## config.mk

```make
export PLATFORM = sky130hd
export DESIGN_NAME = fir_channel_scheduler
export DESIGN_NICKNAME = d
export VERILOG_FILES = /design/src/rtl/fir_sched_pkg.sv /design/src/rtl/fir_rr_arbiter.sv /design/src/rtl/fir_channel_scheduler.sv
export SDC_FILE = /design/constraint.sdc
export NUM_CORES = 1
export LEC_CHECK = 0
export CAP_MARGIN = 20
export CORE_MARGIN = 2
export CORE_UTILIZATION = 59
export DETAILED_ROUTE_END_ITERATION = 7
export DONT_BUFFER_PORTS = 1
export PLACE_DENSITY_LB_ADDON = 0.05
export SYNTH_ARGS = -nofsm -noshare
export SYNTH_HDL_FRONTEND = slang
export SYNTH_SLANG_ARGS = --single-unit
```

## constraint.sdc

```tcl
create_clock -name clk -period 4 [get_ports clk]
set_input_delay 1.2 -clock clk [delete_from_list [all_inputs] [get_ports clk]]
set_output_delay 1.2 -clock clk [all_outputs]
set_load 0.05 [all_outputs]
```

## src/rtl/fir_sched_pkg.sv

```systemverilog
// Shared types, widths and result rounding for the FIR channel scheduler.
// FIR_SCHED_SAT_EN selects clamping instead of wrap-around narrowing.
package fir_sched_pkg;
  localparam int NCH_DEF     = 4;
  localparam int TAPS_DEF    = 128;
  localparam int DW_DEF      = 18;
  localparam int ACCW_DEF    = 48;
  localparam int SHIFT_DEF   = 8;
  localparam int MAC_LAT_DEF = 2;
  localparam int CH_W        = $clog2(NCH_DEF);
  localparam int TAP_W       = $clog2(TAPS_DEF);

  typedef enum logic [2:0] {S_CLEAR, S_IDLE, S_LOAD, S_RUN, S_WAIT, S_OUT} state_t;

  localparam logic [ACCW_DEF:0] RND =
    {{(ACCW_DEF-SHIFT_DEF+1){1'b0}}, 1'b1, {(SHIFT_DEF-1){1'b0}}};
`ifdef FIR_SCHED_SAT_EN
  localparam logic [ACCW_DEF:0] SAT_HI = {{(ACCW_DEF-DW_DEF+2){1'b0}}, {(DW_DEF-1){1'b1}}};
  localparam logic [ACCW_DEF:0] SAT_LO = {{(ACCW_DEF-DW_DEF+2){1'b1}}, {(DW_DEF-1){1'b0}}};
`endif

  // One guard bit above the accumulator keeps the rounding add from overflowing.
  function automatic logic [DW_DEF-1:0] round_sat(input logic [ACCW_DEF-1:0] acc);
    logic signed [ACCW_DEF:0] s;
    s = $signed({acc[ACCW_DEF-1], acc}) + $signed(RND);
    s = s >>> SHIFT_DEF;
`ifdef FIR_SCHED_SAT_EN
    if (s > $signed(SAT_HI))      return SAT_HI[DW_DEF-1:0];
    else if (s < $signed(SAT_LO)) return SAT_LO[DW_DEF-1:0];
    else                          return s[DW_DEF-1:0];
`else
    return s[DW_DEF-1:0];
`endif
  endfunction
endpackage

```

## src/rtl/fir_rr_arbiter.sv

```systemverilog
// Round-robin grant over N requests; priority pointer moves past adv_idx on adv.
module fir_rr_arbiter #(
  parameter int N = 4,
  parameter int W = $clog2(N)
) (
  input  logic         clk,
  input  logic         rst,
  input  logic [N-1:0] req,
  input  logic         adv,
  input  logic [W-1:0] adv_idx,
  output logic [N-1:0] gnt,
  output logic [W-1:0] gnt_idx,
  output logic         gnt_vld
);
  logic [W-1:0] ptr_q, ptr_d;

  // Scan from farthest to nearest offset so the nearest request wins.
  always_comb begin
    logic [W-1:0] idx;
    gnt_idx = '0;
    gnt_vld = 1'b0;
    for (int i = N-1; i >= 0; i--) begin
      idx = ptr_q + W'(i);
      if (req[idx]) begin
        gnt_idx = idx;
        gnt_vld = 1'b1;
      end
    end
    gnt   = gnt_vld ? (N'(1) << gnt_idx) : '0;
    ptr_d = adv ? adv_idx + W'(1) : ptr_q;
  end

  always_ff @(posedge clk) begin
    if (rst) ptr_q <= '0;
    else     ptr_q <= ptr_d;
  end
endmodule

```

## src/rtl/fir_channel_scheduler.sv

```systemverilog
// Shares one serial-MAC FIR datapath across NCH channels: clears the delay lines,
// arbitrates samples, sequences taps and returns rounded results (FIR_SCHED_SAT_EN clamps).
module fir_channel_scheduler
  import fir_sched_pkg::*;
#(
  parameter int NCH     = NCH_DEF,
  parameter int TAPS    = TAPS_DEF,
  parameter int DW      = DW_DEF,
  parameter int ACCW    = ACCW_DEF,
  parameter int SHIFT   = SHIFT_DEF,
  parameter int MAC_LAT = MAC_LAT_DEF
) (
  input  logic                     clk,
  input  logic                     rst,
  input  logic [NCH-1:0]           in_valid,
  input  logic [NCH*DW-1:0]        in_data,
  output logic [NCH-1:0]           in_ready,
  output logic                     wr_en,
  output logic [$clog2(NCH)-1:0]   wr_ch,
  output logic [$clog2(TAPS)-1:0]  wr_addr,
  output logic [DW-1:0]            wr_data,
  output logic                     mac_clr,
  output logic                     mac_en,
  output logic                     mac_last,
  output logic [$clog2(NCH)-1:0]   mac_ch,
  output logic [$clog2(TAPS)-1:0]  mac_tap,
  output logic [$clog2(TAPS)-1:0]  mac_addr,
  input  logic [ACCW-1:0]          acc_in,
  output logic                     out_valid,
  output logic [$clog2(NCH)-1:0]   out_ch,
  output logic [DW-1:0]            out_data,
  input  logic                     out_ready
);
  localparam int CW  = $clog2(NCH);
  localparam int TW  = $clog2(TAPS);
  localparam int CLW = CW + TW;

  state_t                   state_q, state_d;
  logic [CLW-1:0]           cnt_q, cnt_d;
  logic [TW-1:0]            k_q, k_d;
  logic [CW-1:0]            g_q, g_d;
  logic [TW-1:0]            base_q, base_d;
  logic [DW-1:0]            smp_q, smp_d;
  logic [DW-1:0]            res_q, res_d;
  logic [NCH-1:0][TW-1:0]   wptr_q, wptr_d;

  logic [NCH-1:0] gnt;
  logic [CW-1:0]  gnt_idx;
  logic           gnt_vld;
  logic           adv;

  assign adv = !rst && (state_q == S_OUT) && out_ready;

  fir_rr_arbiter #(.N(NCH), .W(CW)) u_arb (
    .clk(clk), .rst(rst), .req(in_valid), .adv(adv), .adv_idx(g_q),
    .gnt(gnt), .gnt_idx(gnt_idx), .gnt_vld(gnt_vld)
  );

  assign out_ch   = g_q;
  assign out_data = res_q;

  // Outputs are gated by rst so every strobe reads 0 while reset is held.
  always_comb begin
    state_d   = state_q;
    cnt_d     = cnt_q;
    k_d       = k_q;
    g_d       = g_q;
    base_d    = base_q;
    smp_d     = smp_q;
    res_d     = res_q;
    wptr_d    = wptr_q;
    in_ready  = '0;
    wr_en     = 1'b0;
    wr_ch     = '0;
    wr_addr   = '0;
    wr_data   = '0;
    mac_clr   = 1'b0;
    mac_en    = 1'b0;
    mac_last  = 1'b0;
    mac_ch    = '0;
    mac_tap   = '0;
    mac_addr  = '0;
    out_valid = 1'b0;
    if (!rst) begin
      case (state_q)
        S_CLEAR: begin
          wr_en   = 1'b1;
          wr_ch   = cnt_q[CLW-1:TW];
          wr_addr = cnt_q[TW-1:0];
          cnt_d   = cnt_q + CLW'(1);
          if (&cnt_q) state_d = S_IDLE;
        end
        S_IDLE: begin
          if (gnt_vld) begin
            in_ready = gnt;
            g_d      = gnt_idx;
            smp_d    = in_data[gnt_idx*DW +: DW];
            base_d   = wptr_q[gnt_idx];
            state_d  = S_LOAD;
          end
        end
        S_LOAD: begin
          wr_en          = 1'b1;
          wr_ch          = g_q;
          wr_addr        = base_q;
          wr_data        = smp_q;
          mac_clr        = 1'b1;
          wptr_d[g_q]    = wptr_q[g_q] + TW'(1);
          k_d            = '0;
          state_d        = S_RUN;
        end
        S_RUN: begin
          mac_en   = 1'b1;
          mac_ch   = g_q;
          mac_tap  = k_q;
          mac_addr = base_q - k_q;
          k_d      = k_q + TW'(1);
          if (&k_q) begin
            mac_last = 1'b1;
            cnt_d    = '0;
            state_d  = S_WAIT;
          end
        end
        S_WAIT: begin
          cnt_d = cnt_q + CLW'(1);
          if (cnt_q == CLW'(MAC_LAT-1)) begin
            res_d   = round_sat(acc_in);
            state_d = S_OUT;
          end
        end
        S_OUT: begin
          out_valid = 1'b1;
          if (out_ready) state_d = S_IDLE;
        end
        default: state_d = S_CLEAR;
      endcase
    end
  end

  always_ff @(posedge clk) begin
    if (rst) begin
      state_q <= S_CLEAR;
      cnt_q   <= '0;
      k_q     <= '0;
      g_q     <= '0;
      base_q  <= '0;
      smp_q   <= '0;
      res_q   <= '0;
      wptr_q  <= '0;
    end else begin
      state_q <= state_d;
      cnt_q   <= cnt_d;
      k_q     <= k_d;
      g_q     <= g_d;
      base_q  <= base_d;
      smp_q   <= smp_d;
      res_q   <= res_d;
      wptr_q  <= wptr_d;
    end
  end
endmodule

```

==> flow_metrics.env <==
export IMPL_start_util=0.614
export IMPL_overflow=0
export IMPL_drtAntennaViolNets=0
export IMPL_grt_pass1_wl_mm=23.6
export IMPL_ys_seq_elements=94
export IMPL_setup_tns_ns=0
export IMPL_crit_path_end_kind="primary output"
export IMPL_multi_input_area_mm2=0.00354
export IMPL_start_kind="flop"
export IMPL_antenna_cells=0
export IMPL_clockBufferDepth=2
export IMPL_yosysMostFrequentCell="dfxtp_1"
export IMPL_hold_path_class="reg2reg"
export IMPL_worstPathMaxFanout=5
export IMPL_ctsHoldBuffers=0
export IMPL_synth_cells=697
export IMPL_cts_clk_slew_worst_paths_ns=0.10
export IMPL_fp_dieW_um=102
export IMPL_synthArstFlopShare=0
export IMPL_maxSlewViolCount=0
export IMPL_yosysWarnings=0
export IMPL_fin_nets=864
export IMPL_fill_cells=829
export IMPL_grt_pass1_vias=4786
export IMPL_fp_dieArea_mm2=0.0105
export IMPL_ios=199
export IMPL_fin_area_mm2=0.00633
export IMPL_avgSynthCellArea_um2=8.21
export IMPL_cts_tree="built"
export IMPL_drc=0
export IMPL_cts_root_buf="clkbuf_8"
export IMPL_clock_skew_ns=0.0144
export IMPL_hold_viol=0
export IMPL_arrival_ns=2.41
export IMPL_ir_worst_vdd_v=0.000228
export IMPL_rsz0062_at_grt="no"
export IMPL_finalWorstPathRequiredPeriod_ns=3.61
export IMPL_whs_ns=0.472
export IMPL_via_count=5224
export IMPL_drt_iter0_drc=213
export IMPL_synth_largest_area_cell="dfxtp_1"
export IMPL_drive_gt1_frac=0.133
export IMPL_die_h_um=102
export IMPL_rows=35
export IMPL_reg2reg_to="wptr_q[13]"
export IMPL_relSlewSlack=0.576
export IMPL_powerDensity_mw_per_mm2=289
export IMPL_fin_crit_sh=0.901
export IMPL_setup_violations=0
export IMPL_ys_seq_area_frac=0.329
export IMPL_endpoint="mac_addr[6]"
export IMPL_max_freq_ghz=0.277
export IMPL_dr_pass1_iters=5
export IMPL_r2r_setup_slack_ns=1.37
export IMPL_antenna_found_initial=0
export IMPL_cts_resized=0
export IMPL_grt_usage=0.284
export IMPL_synthFlopType="dfxtp_1"
export IMPL_synth_nets=841
export IMPL_syn_to_final_growth_pct=10.6
export IMPL_clock_sinks=94
export IMPL_clk_latency_ns=0.35
export IMPL_grt_max_degree=74
export IMPL_register_area_mm2=0.00188
export IMPL_reg2regPathDepth=7
export IMPL_place_congestion=0.958
export IMPL_cts_buffers=9
export IMPL_ys_top_cells_by_area="dfxtp_1 (33%), mux2i_1 (7.0%), nor2_1 (5.7%), a211oi_1 (5.2%), nand3_1 (3.6%)"
export IMPL_cap_violations=0
export IMPL_critPathLaunch="k_q[0]"
export IMPL_cts_max_level=3
export IMPL_p_leak_uw=0.00228
export IMPL_final_core_util=0.679
export IMPL_yosys_top_cells_count="dfxtp_1 (94), nor2_1 (87), nand2_1 (54)"
export IMPL_core_area_mm2=0.00933
export IMPL_hold_path_depth=2
export IMPL_post_cts_setup_buffers=0
export IMPL_critical_path_class="reg2out"
export IMPL_r2r_start="out_ch[0]"
export IMPL_netlist_area_mm2=0.00572
export IMPL_tightestPinTransition_ns=0.634
export IMPL_port_buffers=0
export IMPL_worstPathRequired_ns=2.80
export IMPL_synth_top_cell_area_share=0.329
export IMPL_placed_area_mm2=0.00615
export IMPL_drt_wirelength_per_cell_um=17.5
export IMPL_status="finished, final reports clean"
export IMPL_drt_total_wl_mm=15.0
export IMPL_synth_edf_count=0
export IMPL_post_dp_hpwl_mm=10.9
export IMPL_via_per_inst=6.12
export IMPL_yosys_cell_types_count=59
export IMPL_holdCritStartpoint="smp_q[17]"
==> logic make-up after synthesis <==
| logic type | count (synthesis) | share of synthesized area |
|---|---|---|
| compound gates | 166 | 0.198 |
| xor+xnor | 25 | 0.0383 |
| fa+ha+maj | 17 | 0.0385 |
| buf+inv | 69 | 0.0553 |
| flops | 94 | 0.329 |
| mux | 48 | 0.100 |
| simple gates | 278 | 0.241 |
==> through the flow <==
step           total power, µW  std cells  setup WS [ns]
2_1_floorplan             1250        697        -0.0494
3_3_place_gp              1300        837          0.459
3_5_place_dp              1310        837          0.458
4_1_cts                   1840        852          0.376
5_1_grt                   1910        853          0.253
6_report                  1830        853          0.395
==> worst min path at each step <==
stage | to | slack (ns)
after floorplan | smp_q[0] | 0.43
after global placement | smp_q[2] | 0.45
after detailed placement | smp_q[8] | 0.45
after CTS | smp_q[8] | 0.47
final | smp_q[17] | 0.47
after global routing | smp_q[17] | 0.51
==> cell usage in the layout, fill, tap and decap left out, types with 3 or more instances in the layout <==
cell | synthesis | routed
a211oi_1 | 40 | 40
a21o_1 | 26 | 26
a21oi_1 | 19 | 19
a311oi_1 | 5 | 5
and2_1 | 23 | 23
and3_1 | 14 | 14
buf_4 | 4 | 61
clkbuf_1 | 23 | 3
clkbuf_8 | 0 | 9
clkinvlp_4 | 0 | 3
dfxtp_1 | 94 | 94
ha_1 | 16 | 16
inv_1 | 17 | 17
mux2i_1 | 40 | 40
mux4_2 | 6 | 6
nand2_1 | 54 | 54
nand3_1 | 41 | 41
nand4_1 | 6 | 6
nor2_1 | 87 | 85
nor2b_1 | 5 | 5
nor3_1 | 15 | 14
nor4_1 | 3 | 3
o211ai_1 | 25 | 25
o21ai_0 | 36 | 36
o311a_1 | 3 | 3
or3_1 | 9 | 9
xnor2_1 | 12 | 12
xor2_1 | 13 | 13
==> registers in the layout (all words and copies together), names as in the netlist <==
register and count:
cnt_q 9, k_q 7, state_q 3, u_arb.ptr_q 2
base_q 7, out_ch 2, smp_q 18, out_data 18
wptr_q 28
==> routing by layer <==
layer / vias to the layer above / GRT usage / share of wire
li1: 2555 / - / -
met1: 2455 / 0.378 / 0.42
met2: 190 / 0.464 / 0.48
met3: 24 / 0.0597 / 0.074
met4: 0 / 0.0923 / 0.018
met5: - / 0 / 0
==> area by class of cell <==
cell class,instances,share of cell area
well taps,129,0.0255
clock inverters,3,0.00356
multi-input cells,534,0.559
inverters,17,0.0101
flip-flops and latches,94,0.297
repair buffers,64,0.0830
clock buffers,12,0.0213
==> report_power, final <==
group | leakage (µW) | switching, µW | internal [µW]
clock network | 0.0000687 | 319 | 224
logic | 0.00145 | 190 | 106
registers | 0.000759 | 26.9 | 966
==> critical path: stages (launching register included) <==
cell	delay, ns
dfxtp_1	0.44
ha_1	0.20
inv_1	0.05
fa_1	0.39
a21o_1	0.17
a21oi_1	0.21
o21ai_0	0.14
xnor2_1	0.15
nor2_1	0.10
buf_4	0.20
No activity file was read; power rests on OpenSTA's default activity.
